File: src/rtl/fetch_stage.sv
// ---------------------------------------------------------------------------
// fetch_stage
//
// Instruction-fetch stage plus the IF/ID pipeline register. It owns the PC,
// drives a synchronous-read instruction memory with one cycle of read
// latency, and presents the decoded register indices that the downstream
// load-use hazard unit compares against ID/EX rd.
//
// Ports:
//   clk            clock, all state updates on the rising edge
//   rst_n          synchronous active-low reset
//   PCWrite        0 = hold the PC (stall from the hazard unit)
//   IF_ID_Write    0 = hold the IF/ID register (stall from the hazard unit)
//   Branch_Taken   EX-stage redirect request
//   Branch_Target  redirect byte address; the two low bits are ignored
//   imem_addr      instruction-memory read address (combinational)
//   imem_en        instruction-memory read enable
//   imem_rdata     memory word addressed by imem_addr on the previous cycle
//   IF_ID_PC       PC of the instruction held in ID
//   IF_ID_PC4      IF_ID_PC + 4
//   IF_ID_Instr    instruction held in ID
//   IF_ID_Valid    0 = the ID slot holds a bubble
//   IF_ID_rs1      rs1 index of the ID instruction, zero for a bubble
//   IF_ID_rs2      rs2 index of the ID instruction, zero for a bubble
//   stall_count    saturating count of stalled cycles
//   flush_count    saturating count of redirects
// ---------------------------------------------------------------------------
module fetch_stage #(
  parameter int                    ADDR_WIDTH = 32,
  parameter int                    DATA_WIDTH = 32,
  parameter int                    REG_NUMBER = 5,
  parameter logic [ADDR_WIDTH-1:0] RESET_PC   = '0,
  parameter int                    CNT_WIDTH  = 16
) (
  input  logic                  clk,
  input  logic                  rst_n,
  input  logic                  PCWrite,
  input  logic                  IF_ID_Write,
  input  logic                  Branch_Taken,
  input  logic [ADDR_WIDTH-1:0] Branch_Target,
  output logic [ADDR_WIDTH-1:0] imem_addr,
  output logic                  imem_en,
  input  logic [DATA_WIDTH-1:0] imem_rdata,
  output logic [ADDR_WIDTH-1:0] IF_ID_PC,
  output logic [ADDR_WIDTH-1:0] IF_ID_PC4,
  output logic [DATA_WIDTH-1:0] IF_ID_Instr,
  output logic                  IF_ID_Valid,
  output logic [REG_NUMBER-1:0] IF_ID_rs1,
  output logic [REG_NUMBER-1:0] IF_ID_rs2,
  output logic [CNT_WIDTH-1:0]  stall_count,
  output logic [CNT_WIDTH-1:0]  flush_count
);

  // addi x0,x0,0 -- the canonical RISC-V NOP used to fill bubbles
  localparam logic [DATA_WIDTH-1:0] NOP_INSTR = DATA_WIDTH'(32'h0000_0013);
  localparam logic [CNT_WIDTH-1:0]  CNT_MAX   = '1;

  // r_pc is the address whose data is currently on imem_rdata
  logic [ADDR_WIDTH-1:0] r_pc;
  logic                  r_validQ;
  logic [ADDR_WIDTH-1:0] r_ifIdPc;
  logic [ADDR_WIDTH-1:0] r_ifIdPc4;
  logic [DATA_WIDTH-1:0] r_ifIdInstr;
  logic                  r_ifIdValid;
  logic [CNT_WIDTH-1:0]  r_stallCount;
  logic [CNT_WIDTH-1:0]  r_flushCount;

  logic [ADDR_WIDTH-1:0] w_target;
  logic [ADDR_WIDTH-1:0] w_pcPlus4;
  logic [ADDR_WIDTH-1:0] w_imemAddr;

  // Masking (rather than slicing) keeps every target bit in use while
  // forcing word alignment.
  assign w_target  = Branch_Target & ~ADDR_WIDTH'(3);
  assign w_pcPlus4 = r_pc + ADDR_WIDTH'(4);

  // Next fetch address. A redirect always wins; otherwise the address is
  // held (and re-read) while stalled or during the first cycle after reset,
  // so a stall needs no skid buffer -- the held word simply comes back again.
  always_comb begin
    w_imemAddr = w_pcPlus4;
    if (!rst_n) begin
      w_imemAddr = RESET_PC;
    end else if (Branch_Taken) begin
      w_imemAddr = w_target;
    end else if (!r_validQ || !PCWrite) begin
      w_imemAddr = r_pc;
    end
  end

  // PC tracking: the PC register just follows whatever address was issued
  // to the memory, so it always names the word arriving on imem_rdata.
  always_ff @(posedge clk) begin
    if (!rst_n) begin
      r_pc     <= RESET_PC;
      r_validQ <= 1'b0;
    end else begin
      r_pc     <= w_imemAddr;
      r_validQ <= 1'b1;
    end
  end

  // IF/ID register. On a redirect both the word arriving from memory and
  // the instruction currently in ID are wrong-path, so a bubble is loaded
  // even if the hazard unit asked for a hold.
  always_ff @(posedge clk) begin
    if (!rst_n) begin
      r_ifIdPc    <= '0;
      r_ifIdPc4   <= '0;
      r_ifIdInstr <= NOP_INSTR;
      r_ifIdValid <= 1'b0;
    end else if (Branch_Taken || (IF_ID_Write && !r_validQ)) begin
      r_ifIdPc    <= '0;
      r_ifIdPc4   <= '0;
      r_ifIdInstr <= NOP_INSTR;
      r_ifIdValid <= 1'b0;
    end else if (IF_ID_Write) begin
      r_ifIdPc    <= r_pc;
      r_ifIdPc4   <= w_pcPlus4;
      r_ifIdInstr <= imem_rdata;
      r_ifIdValid <= 1'b1;
    end
  end

  // Performance counters. A stall cycle is only counted when no redirect
  // is happening, since a redirect discards the stalled work anyway.
  always_ff @(posedge clk) begin
    if (!rst_n) begin
      r_stallCount <= '0;
      r_flushCount <= '0;
    end else if (Branch_Taken) begin
      if (r_flushCount != CNT_MAX) begin
        r_flushCount <= r_flushCount + CNT_WIDTH'(1);
      end
    end else if (r_validQ && !PCWrite) begin
      if (r_stallCount != CNT_MAX) begin
        r_stallCount <= r_stallCount + CNT_WIDTH'(1);
      end
    end
  end

  assign imem_addr   = w_imemAddr;
  assign imem_en     = rst_n;
  assign IF_ID_PC    = r_ifIdPc;
  assign IF_ID_PC4   = r_ifIdPc4;
  assign IF_ID_Instr = r_ifIdInstr;
  assign IF_ID_Valid = r_ifIdValid;
  // Bubbles report x0 so the hazard unit never matches against them
  assign IF_ID_rs1   = r_ifIdValid ? r_ifIdInstr[15 +: REG_NUMBER] : '0;
  assign IF_ID_rs2   = r_ifIdValid ? r_ifIdInstr[20 +: REG_NUMBER] : '0;
  assign stall_count = r_stallCount;
  assign flush_count = r_flushCount;

endmodule

File: config.mk
export PLATFORM = sky130hd
export DESIGN_NAME = fetch_stage
export DESIGN_NICKNAME = d
export VERILOG_FILES = /design/src/rtl/fetch_stage.sv
export SDC_FILE = /design/constraint.sdc
export NUM_CORES = 1
export LEC_CHECK = 0
export CAP_MARGIN = 20
export CELL_PAD_IN_SITES_DETAIL_PLACEMENT = 2
export CELL_PAD_IN_SITES_GLOBAL_PLACEMENT = 2
export CORE_MARGIN = 2
export CORE_UTILIZATION = 29
export DETAILED_ROUTE_END_ITERATION = 10
export PLACE_DENSITY = 0.85
export SLEW_MARGIN = 20
export SYNTH_ARGS = -nofsm -noshare
export SYNTH_HDL_FRONTEND = slang
export SYNTH_SLANG_ARGS = --single-unit
File: constraint.sdc
create_clock -name clk -period 6 [get_ports clk]
set_input_delay 1.2 -clock clk [delete_from_list [all_inputs] [get_ports clk]]
set_output_delay 1.2 -clock clk [all_outputs]
set_load 0.1 [all_outputs]
==> summary.txt, run 1 <==
Status
  • Status: completed

Timing
  • Max_slew headroom: 0.283
  • RSZ-0062 raised after global routing: no
  • Final hold viol count: 0
  • F_max: 0.208 GHz
  • Fin Hold WS: 0.478 ns
  • Slew at the pin with the worst max-slew slack: 1.07 ns
  • Final setup fails: 0
  • Max Clock Skew: 0.00958 ns
  • Fin crit share: 0.802
  • Count of pins over their slew limit: 0
  • Setup_tns: 0 ns
  • Period minus WS final: 4.81 ns

Detailed routing
  • TritonRoute pass-1 iters: 4
  • DR WL/cell: 20.2 um
  • Antenna viol nets, final: 0
  • WL final: 27300 um
  • DR vias: 6813
  • Violation count after the first detailed-routing iteration: 181
  • Drc violations: 0
  • Post-DR vias/cell: 5.05

Synth
  • Post-Syn Area per Cell: 8.93 um2
  • Netlist cell types: 50
  • Mapped Cells: 807
  • Syn Nets: 879
  • Post-Syn Area: 7210 um2
  • Dominant cells by area after synthesis: dfxtp_1 (44%), mux2i_1 (9.4%), nor2_1 (6.1%)
  • Top_reg_cell synth: dfxtp_1
  • Synthesized flop and latch total: 160
  • EDFF count, synth: 0
  • Synth warn: 0
  • Ys async rst share: 0
  • Share of Yosys cell area claimed by the top area cell type: 0.445
  • Post-synthesis sequential area ratio: 0.445
  • Area leader, netlist: dfxtp_1

Clocking
  • Clk sink count: 160
  • H-tree levels: 4
  • CTS Buf Count: 17
  • Root Driver: clkbuf_16
  • Clock Latency Late Sink: 0.43 ns
  • Post-CTS Setup Bufs: 0
  • Reg clk slew, reported paths: 0.06 ns
  • CTS resizes: 0
  • Clk buf depth: 2
  • CTS Hold Bufs: 0
  • TritonCTS clock tree: yes

Finish
  • Most frequent cells in the layout: clkdlybuf4s50_1 (204), dfxtp_1 (160), nor2_1 (118)
  • Area grow syn2layout: 43.3%
  • FILL cells: 2641
  • Most common cell after layout, fill and taps aside: clkdlybuf4s50_1
  • Final core utilization: 0.423
  • Final nets: 1082
  • Ratio of cells with drive above 1 in the final layout: 0.0850

Placed design
  • Detailed Place HPWL: 19400 um
  • Placer congestion estimate: 0.799
  • Port bufs: 238

Power
  • Pwr dens: 268 nW/um2
  • VDD IR-drop max: 0.000118 V
  • Leakage: 3.79 nW

Worst setup path
  • Required @ worst endpoint: 4.80 ns
  • Cell breakdown of the critical path: clkdlybuf4s50_1 > and2_1 > buf_4 > nand4_1 > nor3_1 > xnor2_1 > a21oi_1 > buf_4
  • Critical path data arrival time: 3.61 ns
  • Critical path class: input pin to primary output
  • CP max stage delay: 0.51 ns
  • Worst Setup Start Kind: input pin
  • CP max stage cell: clkdlybuf4s50_1
  • Worst Path Max Fanout: 16
  • R2R cell count: 6
  • Crit. End Element: primary output
  • CP dominant cell by count: buf_4

Floorplanning
  • Die W: 162 um
  • Core footprint: 24400 um2
  • Starting Density: 0.295
  • Row count: 57
  • I/O Pins: 241
  • DIE AREA: 26100 um2
  • Die H: 162 um

Global route
  • Largest net degree at the start of global routing: 66
  • Total GRT Usage: 0.207
  • Initial antenna violation count: 0
  • First-pass GRT wire length: 42300 um
  • Vias in the first global route: 7366
  • Total congestion overflow: 0

Run
  • Maxcap violations: 0

Worst hold path
  • WHS Path Cells: 2
  • Min-Delay Path Class: register to register
[flip-flops by register name, summed over array words and instances, names as in the netlist]
| name | cells |
|---|---|
| IF_ID_PC4 | 30 |
| IF_ID_PC | 32 |
| r_pc | 32 |
| r_validQ | 1 |
| IF_ID_Valid | 1 |
| flush_count | 16 |
| stall_count | 16 |
| IF_ID_Instr | 32 |
[per-layer routing]
metal	up-vias	track usage	wire [um]
li1	3214	-	-
met1	3404	0.235	11200
met2	173	0.376	13900
met3	22	0.0673	1860
met4	0	0.0471	306
met5	-	0	0
[report_power, final]
part           internal [mW]  switching, mW
Clock                  0.632          0.488
Combinational          0.147          0.361
Sequential              1.09         0.0458
[per-stage QoR]
stage / cells / total power [mW] / worst slack, ns / area (um2)
after global placement: 1315 / 1.66 / 1.33 / 9730
after floorplan: 807 / 1.51 / 0.841 / 7210
after CTS: 1347 / 2.81 / 1.22 / 10300
final: 1348 / 2.77 / 1.19 / 10300
after detailed placement: 1315 / 1.67 / 1.27 / 9730
after global routing: 1347 / 2.88 / 1.03 / 10300
[cells by family after synthesis]
family          after synthesis  synth area share
compound gates              162             0.124
xor+xnor                     73            0.0887
fa+ha+maj                     3           0.00521
buf+inv                      66            0.0493
flops                       160             0.445
mux                          68            0.0945
simple gates                275             0.194
[synth_stat cells, types with 19 or more instances]
| cell type | n |
|---|---|
| clkbuf_1 | 39 |
| a21oi_1 | 81 |
| nor2_1 | 118 |
| mux2i_1 | 68 |
| o21ai_0 | 54 |
| xor2_1 | 39 |
| dfxtp_1 | 160 |
| nand3_1 | 24 |
| nand2_1 | 33 |
| xnor2_1 | 34 |
| nor3_1 | 20 |
| nand4_1 | 19 |
[worst paths after layout]
kind	endpoint	slack, ns	startpoint
worst min register to register	IF_ID_PC4[20]	0.48	IF_ID_PC4[20]
worst max-delay path	imem_addr[28]	1.19	PCWrite
worst min-delay path	IF_ID_PC4[20]	0.48	IF_ID_PC4[20]
worst max register to register	r_pc[28]	3.56	r_pc[2]
[layout make-up]
type | count | area (um2) | share of cell area
clock inverters | 14 | 154 | 0.0149
multi-input cells | 581 | 3660 | 0.354
well taps | 324 | 405 | 0.0393
inverters | 4 | 15.0 | 0.00145
clock buffers | 18 | 439 | 0.0425
flip-flops and latches | 160 | 3200 | 0.310
repair buffers | 246 | 2440 | 0.237
diodes | 1 | 2.50 | 0.000242
[critical path: cells and delay by family]
kind	cells	cell delay [ns]
buf+inv	3	1.10
simple gates	3	0.94
compound gates	1	0.21
xor+xnor	1	0.14
No activity file was read; power rests on OpenSTA's default activity.
==> run 2: changes to the inputs <==
CORE_UTILIZATION = 26   (was 29)
PLACE_DENSITY = 0.77   (was 0.85)
clock period = 4.9 ns   (was 6 ns; I/O delays follow)
==> run 2 against run 1 <==
Compared with the run above:
- critical endpoint is now imem_addr[20]
- clock skew up 0.0044 ns
- global-route usage down 2.0 points
- first-iteration DRC count increased by 28%
- critical path type unchanged
==> summary.txt, run 2 (synthesis gave the netlist of run 1 again) <==
Floorplanning
  • Die W: 170 um
  • Row count: 60
  • Core footprint: 27100 um2
  • Die H: 170 um
  • DIE AREA: 29100 um2
  • Starting Density: 0.266
  • I/O Pins: 241

Worst hold path
  • WHS Path Cells: 2
  • Min-Delay Path Class: register to register

Timing
  • Setup_tns: 0 ns
  • Max_slew headroom: 0.282
  • Final hold viol count: 0
  • Period minus WS final: 4.05 ns
  • Count of pins over their slew limit: 0
  • Slew at the pin with the worst max-slew slack: 1.07 ns
  • Final setup fails: 0
  • Fin crit share: 0.827
  • Max Clock Skew: 0.0140 ns
  • RSZ-0062 raised after global routing: no
  • F_max: 0.247 GHz

Finish
  • Diode count: 0
  • Area grow syn2layout: 48.7%
  • Register area: 3200 um2
  • Footprint of the multi-input gates: 3660 um2
  • Final nets: 1085
  • FILL cells: 2971
  • Most frequent cells in the layout: clkdlybuf4s50_1 (204), dfxtp_1 (160), nor2_1 (118)
  • Most common cell after layout, fill and taps aside: clkdlybuf4s50_1
  • Ratio of cells with drive above 1 in the final layout: 0.0877

Global route
  • Largest net degree at the start of global routing: 72
  • Initial antenna violation count: 0
  • Vias in the first global route: 7378
  • Total GRT Usage: 0.187
  • First-pass GRT wire length: 42000 um
  • Total congestion overflow: 0

Clocking
  • H-tree levels: 4
  • Clk buf depth: 2
  • Clock Latency Late Sink: 0.43 ns
  • CTS Buf Count: 17
  • Reg clk slew, reported paths: 0.06 ns
  • Root Driver: clkbuf_16
  • CTS resizes: 0
  • TritonCTS clock tree: yes
  • Post-CTS Setup Bufs: 0
  • CTS Hold Bufs: 0
  • Clk sink count: 160

Detailed routing
  • DR WL/cell: 19.1 um
  • Drc violations: 0
  • DR vias: 6694
  • Post-DR vias/cell: 4.79
  • Violation count after the first detailed-routing iteration: 232
  • Antenna viol nets, final: 0
  • WL final: 26600 um
  • TritonRoute pass-1 iters: 4

Worst setup path
  • R2R cell count: 6
  • Critical path class: input pin to primary output
  • Crit. End Element: primary output
  • Worst Path Max Fanout: 6
  • Worst Setup Start Kind: input pin
  • Critical path data arrival time: 3.07 ns
  • Required @ worst endpoint: 3.92 ns

Status
  • Status: completed

Placed design
  • Placer congestion estimate: 0.770
  • Port bufs: 238
  • Detailed Place HPWL: 19300 um

Power
  • Pwr dens: 326 nW/um2
  • Leakage: 3.90 nW
  • VDD IR-drop max: 0.000151 V
  • Power Total: 3.50 mW

Run
  • Maxcap violations: 0
==> run 2: cell type report <==
class,instances,share of cell area
repair buffers,249,0.257
multi-input cells,581,0.341
clock inverters,15,0.0179
clock buffers,17,0.0397
well taps,372,0.0434
flip-flops and latches,160,0.299
inverters,4,0.00140
==> run 2: through the flow <==
stage / hold slack, ns / setup slack (ns) / area (um2) / utilization / std cells
2_1_floorplan: 0.467 / 0.181 / 7210 / - / 807
6_report: 0.478 / 0.848 / 10700 / 0.395 / 1398
5_1_grt: 0.521 / 0.713 / 10700 / 0.395 / 1398
3_5_place_dp: 0.471 / 0.893 / 10100 / 0.373 / 1366
4_1_cts: 0.482 / 0.892 / 10700 / 0.395 / 1398
3_3_place_gp: 0.453 / 0.973 / 10100 / 0.373 / 1366
==> run 2: critical path: stages <==
cell and delay (ns):
clkdlybuf4s50_1 0.56, and2_1 0.18, nand4_1 0.32, nor2_1 0.24, xnor2_1 0.10, a21oi_1 0.43
buf_12 0.24
==> run 2: layer usage <==
| layer | track usage | vias to the layer above | part of all wire |
|---|---|---|---|
| met2 | 0.332 | 166 | 0.50 |
| met4 | 0.0398 | 0 | 0.0067 |
| met5 | 0 | - | 0 |
| met3 | 0.0614 | 16 | 0.067 |
| met1 | 0.219 | 3293 | 0.42 |
| li1 | - | 3219 | - |
==> run 2: final timing paths <==
path                 startpoint       endpoint  slack (ns)
setup / recovery        PCWrite  imem_addr[20]        0.85
hold / removal    IF_ID_PC4[20]  IF_ID_PC4[20]        0.48
setup reg to reg        r_pc[2]       r_pc[22]        2.65
hold reg to reg   IF_ID_PC4[20]  IF_ID_PC4[20]        0.48
==> run 2: report_power, final <==
part | total [mW] | leakage (nW) | switching [mW] | internal (mW)
clock | 1.45 | 0.305 | 0.626 | 0.819
sequential | 1.39 | 1.30 | 0.0560 | 1.34
combinational | 0.657 | 2.29 | 0.444 | 0.213
==> run 3: changes to the inputs <==
clock period = 4.2 ns   (was 4.9 ns; I/O delays follow)
==> run 3 against run 2 <==
Compared with the run above:
- final cell count up 0.21%
- cell area up 0.29%
- routed wire length up 0.30%
- sequential share of layout area down 0.087 points
- critical path depth is the same
- register-to-register slack worse by 0.68 ns
- sequential power is 17% higher
- sequential cell count unchanged
- combinational power up 18%
- non-clock buffer count increased by 2
- first-iteration DRC count is 3.4% lower
- critical path type unchanged
- largest cell class unchanged
- highest routed layer unchanged
==> summary.txt, run 3 (synthesis gave the netlist of run 1 again) <==
Finish
  • Ratio of cells with drive above 1 in the final layout: 0.0895
  • Final nets: 1087
  • Most frequent cells in the layout: clkdlybuf4s50_1 (204), dfxtp_1 (160), nor2_1 (118)
  • Area grow syn2layout: 49.1%
  • Final Cell Area: 10700 um2
  • Most common cell after layout, fill and taps aside: clkdlybuf4s50_1

Worst setup path
  • Crit. End Element: primary output
  • Worst r2r src: r_pc[5]
  • Critical path class: input pin to primary output
  • CP max stage delay: 0.52 ns
  • Worst Path Max Fanout: 6
  • Worst R2R End: r_pc[13]
  • Worst Setup Start Kind: input pin
  • Required @ worst endpoint: 3.36 ns
  • Cell breakdown of the critical path: clkdlybuf4s50_1 > and2_1 > nand4_1 > nor3_1 > xnor2_1 > a21oi_1 > buf_12
  • R2R cell count: 5
  • CP startpoint: PCWrite
  • Critical path data arrival time: 2.90 ns
  • Critical path buffer and inverter count: 2
  • R2R setup slack: 1.97 ns
  • Cell class contributing the biggest share of worst-path delay: simple AND/OR/NAND/NOR gates
  • CP max stage cell: clkdlybuf4s50_1

Worst hold path
  • Min-Delay Path Class: register to register
  • WHS Path Cells: 2
  • Worst hold path startpoint: IF_ID_Instr[1]
  • Hold worst-path end: IF_ID_Instr[1]

Timing
  • Fin crit share: 0.890
  • Slew at the pin with the worst max-slew slack: 1.06 ns
  • Max Clock Skew: 0.0168 ns
  • Setup_tns: 0 ns
  • Max_slew headroom: 0.292
  • Final hold viol count: 0
  • Period minus WS final: 3.74 ns
  • Count of pins over their slew limit: 0
  • F_max: 0.268 GHz
  • RSZ-0062 raised after global routing: no
  • Final setup fails: 0

Detailed routing
  • Antenna viol nets, final: 0
  • WL final: 26700 um
  • TritonRoute pass-1 iters: 4
  • DR WL/cell: 19.1 um
  • Post-DR vias/cell: 4.78
  • Violation count after the first detailed-routing iteration: 224
  • Drc violations: 0
  • DR vias: 6693

Clocking
  • CTS resizes: 0
  • CTS Hold Bufs: 0
  • CTS Buf Count: 17
  • Post-CTS Setup Bufs: 0
  • Clk buf depth: 2
  • Clk sink count: 160
  • Clock Latency Late Sink: 0.43 ns
  • Root Driver: clkbuf_16
  • H-tree levels: 4
  • TritonCTS clock tree: yes
  • Reg clk slew, reported paths: 0.08 ns

Placed design
  • Port bufs: 238
  • Placer congestion estimate: 0.775
  • Detailed Place HPWL: 19600 um
  • Placed Area: 10200 um2

Floorplanning
  • Row count: 60
  • Die H: 170 um
  • Core footprint: 27100 um2
  • DIE AREA: 29100 um2
  • Die W: 170 um
  • Starting Density: 0.266
  • I/O Pins: 241

Power
  • Leakage: 3.88 nW
  • Pwr dens: 368 nW/um2
  • VDD IR-drop max: 0.000183 V

Run
  • Maxcap violations: 0

Global route
  • First-pass GRT wire length: 41300 um
  • Total GRT Usage: 0.184
  • Largest net degree at the start of global routing: 71
  • Total congestion overflow: 0
  • Initial antenna violation count: 0
  • Vias in the first global route: 7167

Status
  • Status: completed
-- run 3: cell count changes in the layout (fill, tap and decap cells not counted), moves of 2 or more --
cell        before  now
bufinv_16        3    1
clkinvlp_4       0    5
inv_6            9    6
buf_12          30   34
buf_4           15   12
-- run 3: power by group --
| part | switching [mW] | internal, mW |
|---|---|---|
| combinational | 0.521 | 0.253 |
| sequential | 0.0652 | 1.56 |
| clock | 0.705 | 0.845 |
-- run 3: worst register-to-register path: stages, from the launching register on --
cell and delay [ns]:
dfxtp_1 0.59, and4_2 0.41, nand2_1 0.28, nor4_1 0.49, xnor2_1 0.23, a21oi_1 0.11
-- run 3: how the worst max path moves through the flow --
stage	end	slack, ns	cells past startpoint
CTS	imem_addr[22]	0.43	7
global placement	IF_ID_PC4[21]	0.45	7
floorplan	imem_addr[28]	0.14	6
global route	imem_addr[22]	0.26	7
finish	imem_addr[22]	0.46	7
detailed placement	IF_ID_Instr[7]	0.43	7
-- run 3: cell type report --
| type | instances | area, um2 |
|---|---|---|
| repair buffers | 251 | 2820 |
| clock buffers | 19 | 443 |
| flip-flops and latches | 160 | 3200 |
| fillers | 2969 | 16400 |
| well taps | 372 | 465 |
| inverters | 4 | 15.0 |
| multi-input cells | 581 | 3660 |
| diodes | 1 | 2.50 |
| clock inverters | 13 | 129 |
-- run 3: metrics by stage --
stage / util / worst slack, ns / hold slack [ns] / power, mW / std cells
after CTS: 0.396 / 0.430 / 0.483 / 4.01 / 1400
after global routing: 0.396 / 0.257 / 0.516 / 4.12 / 1400
final: 0.396 / 0.462 / 0.483 / 3.95 / 1401
after global placement: 0.375 / 0.447 / 0.454 / 2.43 / 1368
after detailed placement: 0.375 / 0.430 / 0.473 / 2.44 / 1368
after floorplan: - / 0.142 / 0.467 / 2.16 / 807
-- run 3: metal layers --
| metal | part of all wire | vias up | track usage | wire length, um |
|---|---|---|---|---|
| li1 | - | 3225 | - | - |
| met1 | 0.42 | 3288 | 0.213 | 11300 |
| met2 | 0.50 | 171 | 0.330 | 13300 |
| met3 | 0.073 | 9 | 0.0619 | 1950 |
| met4 | 0.0045 | 0 | 0.0357 | 121 |
| met5 | 0 | - | 0 | 0 |
